<file path="config.mk">
export PLATFORM = sky130hd
export DESIGN_NAME = rgmii_tx_formatter
export DESIGN_NICKNAME = d
export VERILOG_FILES = /design/src/rtl/rgmii_tx_formatter.sv
export SDC_FILE = /design/constraint.sdc
export NUM_CORES = 1
export LEC_CHECK = 0
export ABC_AREA = 0
export CORE_ASPECT_RATIO = 1.25
export CORE_MARGIN = 8
export CORE_UTILIZATION = 45
export DETAILED_ROUTE_END_ITERATION = 8
export PLACE_DENSITY_LB_ADDON = 0.25
export SETUP_SLACK_MARGIN = 0.15
export SLEW_MARGIN = 20
export SYNTH_ARGS = -nofsm -noshare
export SYNTH_HDL_FRONTEND = slang
export SYNTH_SLANG_ARGS = --single-unit
</file>
<file path="constraint.sdc">
create_clock -name clk -period 3.4 [get_ports clk]
set_input_delay 0.68 -clock clk [delete_from_list [all_inputs] [get_ports clk]]
set_output_delay 0.68 -clock clk [all_outputs]
set_load 0.01 [all_outputs]
</file>
<file path="src/rtl/rgmii_tx_formatter.sv">
// RGMII transmit formatter: MAC byte stream to ODDR rise/fall words {tx_ctl, txd[3:0]}.
// Define RGMII_TX_PREAMBLE_EN to generate the 7x0x55 + 0xD5 preamble/SFD in hardware.
module rgmii_tx_formatter #(
    parameter int DATA_WIDTH = 5,
    parameter int IFG_BYTES  = 12
) (
    input  logic                  clk,
    input  logic                  reset_n,
    input  logic [7:0]            s_tx_data,
    input  logic                  s_tx_valid,
    input  logic                  s_tx_last,
    output logic                  s_tx_ready,
    input  logic [1:0]            link_speed,
    output logic [DATA_WIDTH-1:0] o_d1,
    output logic [DATA_WIDTH-1:0] o_d2,
    output logic                  o_busy
);

    localparam int               CNT_W         = $clog2(2 * IFG_BYTES + 1);
    localparam logic [CNT_W-1:0] IFG_LOAD_1G   = CNT_W'(IFG_BYTES - 1);
    localparam logic [CNT_W-1:0] IFG_LOAD_SLOW = CNT_W'(2 * IFG_BYTES - 1);

`ifdef RGMII_TX_PREAMBLE_EN
    localparam logic IDLE_READY = 1'b0;
`else
    localparam logic IDLE_READY = 1'b1;
`endif

    typedef logic [DATA_WIDTH-1:0] word_t;

    typedef enum logic [2:0] {
        IDLE,
        DATA,
        ERR,
        DRAIN,
`ifdef RGMII_TX_PREAMBLE_EN
        PREAMBLE,
`endif
        IFG
    } state_t;

    state_t           state;
    logic             speed_1g;
    logic [3:0]       hi_nib;
    logic             nib_phase;
    logic             last_pending;
    logic [CNT_W-1:0] ifg_cnt;
    logic             link_1g;
    logic             frame_1g;
    logic             data_take;

    function automatic word_t mk_word(input logic ctl, input logic [3:0] nib);
        word_t w;
        w                 = '0;
        w[DATA_WIDTH-1]   = ctl;
        w[3:0]            = nib;
        return w;
    endfunction

    // Speed is latched at frame start; only IDLE looks at the live link_speed.
    assign link_1g  = (link_speed == 2'b10) || (link_speed == 2'b11);
    assign frame_1g = (state == IDLE) ? link_1g : speed_1g;

`ifdef RGMII_TX_PREAMBLE_EN
    logic [3:0] pre_idx;
    logic       pre_final;

    assign pre_final = speed_1g ? (pre_idx == 4'd7) : (pre_idx == 4'd15);
    assign data_take = s_tx_valid && s_tx_ready && (state == DATA);
`else
    assign data_take = s_tx_valid && s_tx_ready && (state == IDLE || state == DATA);
`endif

    // NOTE: every register here uses non-blocking assignment so all outputs update together on the edge.
    always_ff @(posedge clk or negedge reset_n) begin
        if (!reset_n) begin
            state        <= IDLE;
            s_tx_ready   <= 1'b0;
            o_d1         <= '0;
            o_d2         <= '0;
            o_busy       <= 1'b0;
            speed_1g     <= 1'b0;
            hi_nib       <= 4'h0;
            nib_phase    <= 1'b0;
            last_pending <= 1'b0;
            ifg_cnt      <= '0;
`ifdef RGMII_TX_PREAMBLE_EN
            pre_idx      <= 4'd0;
`endif
        end else if (data_take) begin
            o_busy   <= 1'b1;
            speed_1g <= frame_1g;
            o_d1     <= mk_word(1'b1, s_tx_data[3:0]);
            if (frame_1g) begin
                o_d2 <= mk_word(1'b1, s_tx_data[7:4]);
                if (s_tx_last) begin
                    state      <= IFG;
                    ifg_cnt    <= IFG_LOAD_1G;
                    s_tx_ready <= 1'b0;
                end else begin
                    state <= DATA;
                end
            end else begin
                // Low nibble now, high nibble next cycle; ready reopens with the high nibble.
                o_d2         <= mk_word(1'b1, s_tx_data[3:0]);
                hi_nib       <= s_tx_data[7:4];
                nib_phase    <= 1'b1;
                last_pending <= s_tx_last;
                s_tx_ready   <= 1'b0;
                state        <= DATA;
            end
        end else begin
            case (state)
                IDLE: begin
                    o_d1       <= '0;
                    o_d2       <= '0;
                    o_busy     <= 1'b0;
                    s_tx_ready <= IDLE_READY;
`ifdef RGMII_TX_PREAMBLE_EN
                    if (s_tx_valid) begin
                        state    <= PREAMBLE;
                        speed_1g <= link_1g;
                        o_busy   <= 1'b1;
                        o_d1     <= mk_word(1'b1, 4'h5);
                        o_d2     <= mk_word(1'b1, 4'h5);
                        pre_idx  <= 4'd1;
                    end
`endif
                end

`ifdef RGMII_TX_PREAMBLE_EN
                PREAMBLE: begin
                    o_d1 <= mk_word(1'b1, (pre_final && !speed_1g) ? 4'hD : 4'h5);
                    o_d2 <= mk_word(1'b1, pre_final ? 4'hD : 4'h5);
                    if (pre_final) begin
                        state      <= DATA;
                        nib_phase  <= 1'b0;
                        s_tx_ready <= 1'b1;
                    end else begin
                        pre_idx <= pre_idx + 4'd1;
                    end
                end
`endif

                DATA: begin
                    if (nib_phase) begin
                        o_d1      <= mk_word(1'b1, hi_nib);
                        o_d2      <= mk_word(1'b1, hi_nib);
                        nib_phase <= 1'b0;
                        if (last_pending) begin
                            state      <= IFG;
                            ifg_cnt    <= IFG_LOAD_SLOW;
                            s_tx_ready <= 1'b0;
                        end else begin
                            s_tx_ready <= 1'b1;
                        end
                    end else begin
                        // A slot was open and the MAC offered nothing: flag TX_ER once.
                        o_d1 <= mk_word(1'b1, 4'h0);
                        o_d2 <= mk_word(1'b0, 4'h0);
                        if (speed_1g) begin
                            state <= DRAIN;
                        end else begin
                            state      <= ERR;
                            s_tx_ready <= 1'b0;
                        end
                    end
                end

                ERR: begin
                    o_d1       <= mk_word(1'b1, 4'h0);
                    o_d2       <= mk_word(1'b0, 4'h0);
                    state      <= DRAIN;
                    s_tx_ready <= 1'b1;
                end

                DRAIN: begin
                    o_d1       <= '0;
                    o_d2       <= '0;
                    s_tx_ready <= 1'b1;
                    if (s_tx_valid && s_tx_ready && s_tx_last) begin
                        state      <= IFG;
                        ifg_cnt    <= speed_1g ? IFG_LOAD_1G : IFG_LOAD_SLOW;
                        s_tx_ready <= 1'b0;
                    end
                end

                IFG: begin
                    o_d1       <= '0;
                    o_d2       <= '0;
                    s_tx_ready <= 1'b0;
                    if (ifg_cnt == '0) begin
                        state      <= IDLE;
                        o_busy     <= 1'b0;
                        s_tx_ready <= IDLE_READY;
                    end else begin
                        ifg_cnt <= ifg_cnt - CNT_W'(1);
                    end
                end

                default: begin
                    state      <= IDLE;
                    o_d1       <= '0;
                    o_d2       <= '0;
                    o_busy     <= 1'b0;
                    s_tx_ready <= 1'b0;
                end
            endcase
        end
    end

endmodule

</file>
==> impl_metrics.env, run 1 <==
export IMPL_postRouteWirelength_mm=2.92
export IMPL_yosysWarnings=0
export IMPL_insertion_delay_ns=0.33
export IMPL_period_needed_ns=2.17
export IMPL_worstMarginPinSlew_ns=0.440
export IMPL_pwr_density_cell_mw_per_mm2=777
export IMPL_rsz_0062_raised_after_global_routing="false"
export IMPL_drt_antenna_violating_nets=0
export IMPL_vdd_ir_drop_worst_uv=412
export IMPL_grt_pass1_wl_mm=4.94
export IMPL_hp_class="flip-flop to flip-flop"
export IMPL_avgRoutedWirePerCell_um=14.8
export IMPL_synth_cell_area_mm2=0.00134
export IMPL_hold_depth=2
export IMPL_placedCellCount=193
export IMPL_cts_made_buffers=3
export IMPL_grt_total_usage=0.120
export IMPL_detail_route_vias_per_cell=5.62
export IMPL_setup_viol=0
export IMPL_cell_types_with_the_largest_area_share_after_synthesis="sky130_fd_sc_hd__dfrtp_1 51%, sky130_fd_sc_hd__o21ai_0 6.4%, sky130_fd_sc_hd__nand2_1 5.6%, sky130_fd_sc_hd__mux2_2 5.1%, sky130_fd_sc_hd__a21oi_1 3.7%"
export IMPL_cts_sink_count=27
export IMPL_critPathLaunchType="primary input"
export IMPL_hpwl_mm=2.16
export IMPL_timing_worst_setup_path_type="primary input to flip-flop"
export IMPL_die_width_um=64.7
export IMPL_diode_insertion_count_for_antenna_repair=0
export IMPL_flops_latches_synth=27
export IMPL_design_die_area_mm2=0.00498
export IMPL_finClkSkew_ns=0.00681
export IMPL_post_cts_resize_count=0
export IMPL_io_buffer_count=24
export IMPL_first_global_vias=1113
export IMPL_start_util=0.462
export IMPL_synth_cell_types=37
export IMPL_fmax_mhz=460
export IMPL_report_final_hold_viol_count=0
export IMPL_max_slew_margin=0.706
export IMPL_synth_top_flop_cell="sky130_fd_sc_hd__dfrtp_1"
export IMPL_finalWorstSetupSlack_ns=1.23
export IMPL_final_layout_size_suffix_gt1_frac=0.112
export IMPL_async_reset_ff_frac=1.00
export IMPL_ctsHoldBuffers=0
export IMPL_postCtsSetupBuffers=0
export IMPL_fin_crit_sh=0.639
export IMPL_timing_critical_path_fanout_max=11
export IMPL_synthesis_area_per_instance_um2=9.83
export IMPL_overflow=0
export IMPL_required_ns=3.64
export IMPL_htree_num_levels=1
export IMPL_synth_sequential_area_ratio=0.506
export IMPL_chipHeight_um=76.9
export IMPL_max_cap_viol_count=0
export IMPL_number_of_antenna_violations_at_the_first_check_in_global_routing=0
export IMPL_leading_area_contributor_after_synthesis="sky130_fd_sc_hd__dfrtp_1"
export IMPL_root_buffer="sky130_fd_sc_hd__clkbuf_4"
export IMPL_gpl_final_weighted_congestion=0.803
export IMPL_final_cells=197
export IMPL_syn_nets=151
export IMPL_yosysMostFrequentCell="sky130_fd_sc_hd__dfrtp_1"
export IMPL_finish_net_count=177
export IMPL_critical_path_arrival_ns=2.42
export IMPL_top_level_ports=26
export IMPL_worst_r2r_cell_count=6
export IMPL_utilization=0.568
export IMPL_yosysTopAreaCellShare=0.506
export IMPL_via_count=1108
export IMPL_final_max_slew_violation_count=0
export IMPL_cts_reportedPaths_clkPinSlew_ns=0.15
export IMPL_number_of_enable_flip_flop_cells_after_synthesis=0
export IMPL_detailedPlace_worstSlack_ns=0.884
export IMPL_area_delta_synth_final_pct=22.8
export IMPL_drt_pre_antenna_iters=4
export IMPL_setup_total_negative_slack_ns=0
export IMPL_dr_first_iter_drc_count=29
export IMPL_remaining_drc_errors=0
export IMPL_worst_setup_path_end_kind="flip-flop"
export IMPL_synth_top_cells_by_count="27 x sky130_fd_sc_hd__dfrtp_1, 20 x sky130_fd_sc_hd__nand2_1, 17 x sky130_fd_sc_hd__o21ai_0"
export IMPL_tritoncts="built"
export IMPL_core_area_mm2=0.00289
export IMPL_static_leakage_power_nw=0.736
export IMPL_pin_count_of_the_biggest_net_entering_global_routing=28
export IMPL_synth_cells=136
export IMPL_run_status="finished, final reports clean"
export IMPL_rows=22
export IMPL_clockBufferDepth=2
## power breakdown
group	total (mW)	leakage (nW)	internal, mW	switching (mW)
combinational	0.561	0.393	0.297	0.265
clock	0.145	0.0139	0.0451	0.0995
sequential	0.569	0.330	0.439	0.130
total	1.28	0.736	0.781	0.495
## final cells by class
cell class	instances	area (um2)
clock inverters	1	7.51
flip-flops and latches	27	676
multi-input cells	98	612
fillers	267	1250
inverters	6	22.5
repair buffers	26	255
clock buffers	3	22.5
well taps	36	45.0
## worst max-delay path: stages
cell	delay, ns
sky130_fd_sc_hd__clkdlybuf4s50_1	0.52
sky130_fd_sc_hd__and4bb_2	0.35
sky130_fd_sc_hd__o21ai_0	0.11
sky130_fd_sc_hd__and3_1	0.41
sky130_fd_sc_hd__o21ai_0	0.14
sky130_fd_sc_hd__a22o_1	0.19
## cell families (layout without fill, tap and decap cells)
logic type	after synthesis	in the layout	share of synthesized area
AND/OR/NAND/NOR	41	41	0.146
multiplexers	12	12	0.0983
adder cells (fa/ha/maj)	1	1	0.00936
flip-flops	27	27	0.506
buffers and inverters	11	36	0.0365
AO/OA/AOI/OAI	44	44	0.204
## final timing paths
check	from	endpoint	slack, ns
max	s_tx_valid	ifg_cnt[3]	1.23
min	hi_nib[2]	o_d1[2]	0.50
max reg2reg	ifg_cnt[0]	ifg_cnt[3]	1.24
min reg2reg	hi_nib[2]	o_d1[2]	0.50
max in group asynchronous	reset_n	nib_phase	2.46
min in group asynchronous	reset_n	o_d2[2]	0.69
## placed cells by master (no fill, tap or decap), drive strengths merged, types with 2 or more instances in the layout
cell type / synthesis / layout
mux2: 6 / 6
nand3: 2 / 2
a21o: 2 / 2
nand2: 20 / 20
clkdlybuf4s50: 0 / 24
dfrtp: 27 / 27
nor2: 9 / 9
o21ai: 17 / 17
a22oi: 2 / 2
clkbuf: 4 / 3
o21a: 2 / 2
inv: 6 / 6
mux2i: 6 / 6
buf: 1 / 2
or3b: 2 / 2
a21oi: 10 / 10
## stage by stage
| step | hold slack (ns) | area [um2] | total power, mW |
|---|---|---|---|
| 2_1_floorplan | 0.384 | 1340 | 0.939 |
| 3_3_place_gp | 0.452 | 1610 | 1.12 |
| 3_5_place_dp | 0.472 | 1610 | 1.14 |
| 4_1_cts | 0.507 | 1640 | 1.28 |
| 5_1_grt | 0.529 | 1640 | 1.38 |
| 6_report | 0.505 | 1640 | 1.28 |
## metal layers
metal / vias up / wire, um / global-route usage
met2: 36 / 1440 / 0.203
met4: 0 / 51 / 0.0547
li1: 536 / - / -
met3: 6 / 165 / 0.0262
met5: - / 0 / 0
met1: 530 / 1260 / 0.138
## registers in the layout (all words and copies together) (netlist names)
name / cells
ifg_cnt: 5
o_d1: 5
o_d2: 5
hi_nib: 4
state: 3
last_pending: 1
nib_phase: 1
o_busy: 1
s_tx_ready: 1
speed_1g: 1
Power figures use the tool's default switching activity.
==> run 2: changes to the inputs <==
- clock period: 3.4 -> 2.2 ns (I/O delays scaled with it)
==> impl_metrics.env, run 2 (synthesis results as in run 1) <==
export IMPL_run_status="finished, final reports clean"
export IMPL_area_delta_synth_final_pct=29.3
export IMPL_fin_crit_sh=0.915
export IMPL_die_width_um=64.7
export IMPL_worstMarginPinSlew_ns=0.471
export IMPL_power_mw=2.08
export IMPL_worst_setup_path_end_kind="flip-flop"
export IMPL_via_count=1170
export IMPL_first_global_vias=1129
export IMPL_grt_pass1_wl_mm=5.33
export IMPL_detailedPlace_worstSlack_ns=-0.0271
export IMPL_diode_insertion_count_for_antenna_repair=0
export IMPL_ctsHoldBuffers=0
export IMPL_critical_path_top_delay_family="simple AND/OR/NAND/NOR gates"
export IMPL_cts_reportedPaths_clkPinSlew_ns=0.15
export IMPL_final_cells=207
export IMPL_top_level_ports=26
export IMPL_critPathLaunchType="flip-flop"
export IMPL_total_internal_power_mw=1.28
export IMPL_placedCellCount=201
export IMPL_power_share_switching=0.384
export IMPL_power_share_clock=0.106
export IMPL_fmax_mhz=497
export IMPL_pin_count_of_the_biggest_net_entering_global_routing=28
export IMPL_io_buffer_count=24
export IMPL_core_area_mm2=0.00289
export IMPL_rsz_0062_raised_after_global_routing="false"
export IMPL_static_leakage_power_nw=0.780
export IMPL_report_final_hold_viol_count=0
export IMPL_remaining_drc_errors=0
export IMPL_insertion_delay_ns=0.32
export IMPL_start_util=0.462
export IMPL_power_share_sequential=0.398
export IMPL_power_frac_comb=0.497
export IMPL_grt_total_usage=0.127
export IMPL_max_slew_margin=0.682
export IMPL_hp_class="primary input to asynchronous set/reset pin"
export IMPL_tritoncts="built"
export IMPL_dr_first_iter_drc_count=44
export IMPL_clockBufferDepth=2
export IMPL_timing_critical_path_cells="inv_2 -> ha_2 -> or3b_2 -> or3_4 -> and3_4 -> buf_4 -> a21oi_1"
export IMPL_overflow=0
export IMPL_finClkSkew_ns=0.00537
export IMPL_finalWorstSetupSlack_ns=0.187
export IMPL_cts_made_buffers=3
export IMPL_max_cap_viol_count=0
export IMPL_utilization=0.598
export IMPL_critical_path_arrival_ns=2.27
export IMPL_crit_path_max_incr_delay_ns=0.47
export IMPL_cts_sink_count=27
export IMPL_post_dp_cell_area_mm2=0.00167
export IMPL_final_max_slew_violation_count=0
export IMPL_design_die_area_mm2=0.00498
export IMPL_root_buffer="sky130_fd_sc_hd__clkbuf_4"
export IMPL_required_ns=2.46
export IMPL_final_hold_slack_ns=0.462
export IMPL_final_common_cell="sky130_fd_sc_hd__dfrtp_1"
export IMPL_rows=22
export IMPL_fillCellCount=247
export IMPL_gpl_final_weighted_congestion=0.872
export IMPL_drt_pre_antenna_iters=4
export IMPL_timing_worst_setup_path_type="flip-flop to flip-flop"
export IMPL_period_needed_ns=2.01
export IMPL_hpwl_mm=2.27
export IMPL_postRouteWirelength_mm=3.19
export IMPL_vdd_ir_drop_worst_uv=592
export IMPL_pwr_density_cell_mw_per_mm2=1210
export IMPL_drt_antenna_violating_nets=0
export IMPL_final_layout_size_suffix_gt1_frac=0.187
export IMPL_largest_registers="ifg_cnt x5, o_d1 x5, o_d2 x5"
export IMPL_crit_slowest_cell="sky130_fd_sc_hd__or3b_2"
export IMPL_final_cell_mix="27 x sky130_fd_sc_hd__dfrtp_1, 24 x sky130_fd_sc_hd__clkdlybuf4s50_1, 20 x sky130_fd_sc_hd__nand2_1"
export IMPL_avgRoutedWirePerCell_um=15.4
export IMPL_chipHeight_um=76.9
export IMPL_detail_route_vias_per_cell=5.65
export IMPL_switchingPower_mw=0.799
export IMPL_setup_viol=0
export IMPL_finish_net_count=187
export IMPL_worst_path_buf_inv=2
export IMPL_timing_critical_path_fanout_max=5
export IMPL_layout_cell_area_non_filler_mm2=0.00173
export IMPL_number_of_antenna_violations_at_the_first_check_in_global_routing=0
export IMPL_htree_num_levels=1
export IMPL_setup_total_negative_slack_ns=0
## run 2: worst reg2reg max path, delay by kind of cell, from the launching register on
| kind | cells | cell delay (ns) |
|---|---|---|
| AOI/OAI and AO/OA | 1 | 0.11 |
| buffers and inverters | 2 | 0.20 |
| DFF | 1 | 0.44 |
| and+or+nand+nor | 3 | 1.01 |
| adders and majority gates | 1 | 0.18 |
## run 2: cell type report
cell class	count	area, um2	share of cell area
clock inverters	1	7.51	0.00434
flip-flops and latches	27	676	0.391
repair buffers	35	323	0.187
clock buffers	3	22.5	0.0130
inverters	6	22.5	0.0130
multi-input cells	99	632	0.366
well taps	36	45.0	0.0261
## run 2: power groups by stage
stage	logic, mW	clock network (mW)	registers, mW
after floorplan	0.624	0	0.827
after global placement	0.968	0	0.823
after detailed placement	0.985	0	0.835
after CTS	1.00	0.226	0.823
after global routing	1.14	0.256	0.849
final	1.03	0.220	0.828
## run 2: worst paths after layout
kind                       cells past startpoint  slack, ns  startpoint    endpoint
max reg2reg                                    7       0.19  ifg_cnt[0]  ifg_cnt[4]
max in group asynchronous                      2       1.49     reset_n    state[0]
min                                            2       0.46     reset_n  s_tx_ready
min in group clk                               2       0.51   hi_nib[2]     o_d1[2]
max                                            7       0.19  ifg_cnt[0]  ifg_cnt[4]
min reg2reg                                    2       0.51   hi_nib[2]     o_d1[2]
## run 2: metal layers
metal	GRT usage	vias to the layer above	wire, um
met2	0.232	28	1640
met5	0	-	0
met4	0.0306	0	33
met3	0.0262	4	166
met1	0.144	577	1360
li1	-	561	-
## run 2: repair_timing
item / CTS / global route
setup endpoints to repair: 5 / 5
cloned: 0 / 1
buffers inserted: 0 / 1
resized for setup: 2 / 3
pin swaps: 0 / 0
endpoints found under the hold margin: 0 / 0
==> run 3: changes to the inputs <==
- ABC_AREA: 0 -> 1
- GPL_TIMING_DRIVEN: default -> 0
==> impl_metrics.env, run 3 <==
export IMPL_flops_latches_synth=27
export IMPL_finish_net_count=219
export IMPL_synth_cell_types=21
export IMPL_placedCellCount=235
export IMPL_critPathLaunchType="flip-flop"
export IMPL_hp_class="primary input to asynchronous set/reset pin"
export IMPL_yosysMostFrequentCell="sky130_fd_sc_hd__nand2_1"
export IMPL_timing_critical_path_to="s_tx_ready"
export IMPL_run_status="finished, final reports clean"
export IMPL_worst_setup_path_startpoint="s_tx_ready"
export IMPL_worst_setup_path_end_kind="primary output"
export IMPL_leading_area_contributor_after_synthesis="sky130_fd_sc_hd__dfrtp_1"
export IMPL_hpwl_mm=2.40
export IMPL_crit_slowest_cell="sky130_fd_sc_hd__clkdlybuf4s50_1"
export IMPL_detailedPlace_worstSlack_ns=0.271
export IMPL_top_level_ports=26
export IMPL_postRouteWirelength_mm=3.12
export IMPL_gpl_final_weighted_congestion=0.894
export IMPL_yosysTopAreaCellShare=0.482
export IMPL_die_width_um=65.9
export IMPL_cts_made_buffers=3
export IMPL_final_hold_slack_ns=0.0824
export IMPL_synth_sequential_area_ratio=0.482
export IMPL_synth_top_cells_by_count="59 x sky130_fd_sc_hd__nand2_1, 27 x sky130_fd_sc_hd__dfrtp_1, 24 x sky130_fd_sc_hd__nand3_1"
export IMPL_final_cell_mix="59 x sky130_fd_sc_hd__nand2_1, 27 x sky130_fd_sc_hd__dfrtp_1, 24 x sky130_fd_sc_hd__nand3_1"
export IMPL_number_of_enable_flip_flop_cells_after_synthesis=0
export IMPL_vdd_ir_drop_worst_uv=871
export IMPL_required_ns=1.76
export IMPL_static_leakage_power_nw=0.885
export IMPL_core_area_mm2=0.00295
export IMPL_cell_types_with_the_largest_area_share_after_synthesis="sky130_fd_sc_hd__dfrtp_1 48%, sky130_fd_sc_hd__nand2_1 16%, sky130_fd_sc_hd__nand3_1 8.6%, sky130_fd_sc_hd__inv_1 3.5%, sky130_fd_sc_hd__nand2_2 2.7%"
export IMPL_design_die_area_mm2=0.00517
export IMPL_grt_total_usage=0.133
export IMPL_detail_route_vias_per_cell=5.13
export IMPL_finClkSkew_ns=0.00738
export IMPL_number_of_antenna_violations_at_the_first_check_in_global_routing=0
export IMPL_reg2reg_setup_slack_ns=0.71
export IMPL_pwr_density_cell_mw_per_mm2=1340
export IMPL_ctsHoldBuffers=0
export IMPL_worst_r2r_cell_count=8
export IMPL_crit_path_max_incr_delay_ns=0.55
export IMPL_report_final_hold_viol_count=0
export IMPL_drt_pre_antenna_iters=4
export IMPL_fin_crit_sh=0.787
export IMPL_first_global_vias=1219
export IMPL_synthesis_area_per_instance_um2=8.01
export IMPL_htree_num_levels=1
export IMPL_synth_top_flop_cell="sky130_fd_sc_hd__dfrtp_1"
export IMPL_overflow=0
export IMPL_worstMarginPinSlew_ns=0.594
export IMPL_rows=22
export IMPL_max_slew_margin=0.604
export IMPL_max_cap_viol_count=0
export IMPL_timing_critical_path_fanout_max=3
export IMPL_root_buffer="sky130_fd_sc_hd__clkbuf_4"
export IMPL_area_delta_synth_final_pct=21.9
export IMPL_io_buffer_count=24
export IMPL_synth_cell_area_mm2=0.00140
export IMPL_worst_path_buf_inv=1
export IMPL_diode_insertion_count_for_antenna_repair=0
export IMPL_clockBufferDepth=2
export IMPL_tritoncts="built"
export IMPL_dr_first_iter_drc_count=73
export IMPL_start_util=0.476
export IMPL_pin_count_of_the_biggest_net_entering_global_routing=28
export IMPL_critical_path_arrival_ns=1.29
export IMPL_finalWorstSetupSlack_ns=0.469
export IMPL_via_count=1226
export IMPL_critical_path_top_delay_family="buffers and inverters"
export IMPL_final_cells=239
export IMPL_final_layout_size_suffix_gt1_frac=0.143
export IMPL_drt_antenna_violating_nets=0
export IMPL_largest_registers="ifg_cnt x5, o_d1 x5, o_d2 x5"
export IMPL_async_reset_ff_frac=1.00
export IMPL_final_common_cell="sky130_fd_sc_hd__nand2_1"
export IMPL_fmax_mhz=578
export IMPL_rsz_0062_raised_after_global_routing="false"
export IMPL_post_cts_resize_count=0
export IMPL_cts_sink_count=27
export IMPL_timing_worst_setup_path_type="flip-flop to primary output"
export IMPL_grt_pass1_wl_mm=5.57
export IMPL_setup_total_negative_slack_ns=0
export IMPL_remaining_drc_errors=0
export IMPL_postCtsSetupBuffers=0
export IMPL_power_mw=2.30
export IMPL_crit_reg2reg_launch="state[2]"
export IMPL_timing_critical_path_cells="clkdlybuf4s50_1"
export IMPL_rr_endpoint="ifg_cnt[2]"
export IMPL_syn_nets=190
export IMPL_chipHeight_um=78.4
export IMPL_period_needed_ns=1.73
export IMPL_final_max_slew_violation_count=0
export IMPL_insertion_delay_ns=0.34
export IMPL_setup_viol=0
export IMPL_worstSetupPathDepth=1
export IMPL_cts_reportedPaths_clkPinSlew_ns=0.15
export IMPL_synth_cells=175
export IMPL_yosysWarnings=0
export IMPL_avgRoutedWirePerCell_um=13.1
-- run 3: per-layer routing --
layer | routed length [um] | global-route usage | part of all wire
met1 | 1390 | 0.167 | 0.45
met2 | 1580 | 0.215 | 0.51
met3 | 94 | 0.0298 | 0.030
met4 | 57 | 0.0525 | 0.018
met5 | 0 | 0 | 0
-- run 3: worst min-delay path by stage --
stage | startpoint | end | cells past startpoint
after floorplan | reset_n | hi_nib[0] | 0
final | reset_n | o_d1[3] | 1
after global placement | ifg_cnt[4] | ifg_cnt[4] | 2
after CTS | reset_n | ifg_cnt[4] | 1
after detailed placement | o_busy | o_busy | 2
after global routing | reset_n | speed_1g | 1
-- run 3: cell type report --
cell class	count	area (um2)
Multi-Input combinational cell	127	636
Fill cell	269	1240
Tap cell	36	45.0
Inverter	19	73.8
Timing Repair Buffer	24	235
Buffer	2	16.3
Sequential cell	27	676
Clock buffer	4	26.3
-- run 3: kinds of logic after synthesis --
group                    after synthesis  share of synthesized area
adder cells (fa/ha/maj)                1                    0.00893
XOR/XNOR                               1                    0.00625
AND/OR/NAND/NOR                      109                      0.373
AO/OA/AOI/OAI                         16                     0.0652
buffers and inverters                 21                     0.0643
flip-flops                            27                      0.482
-- run 3: per-stage QoR --
stage | cell area, um2 | utilization
3_5_place_dp | 1680 | 0.571
5_1_grt | 1710 | 0.580
3_3_place_gp | 1690 | 0.573
6_report | 1710 | 0.580
2_1_floorplan | 1400 | -
4_1_cts | 1710 | 0.580
-- run 3: power by group --
part	switching (mW)	internal, mW	total (mW)
combinational	0.750	0.484	1.23
clock	0.154	0.0714	0.225
sequential	0.142	0.694	0.837
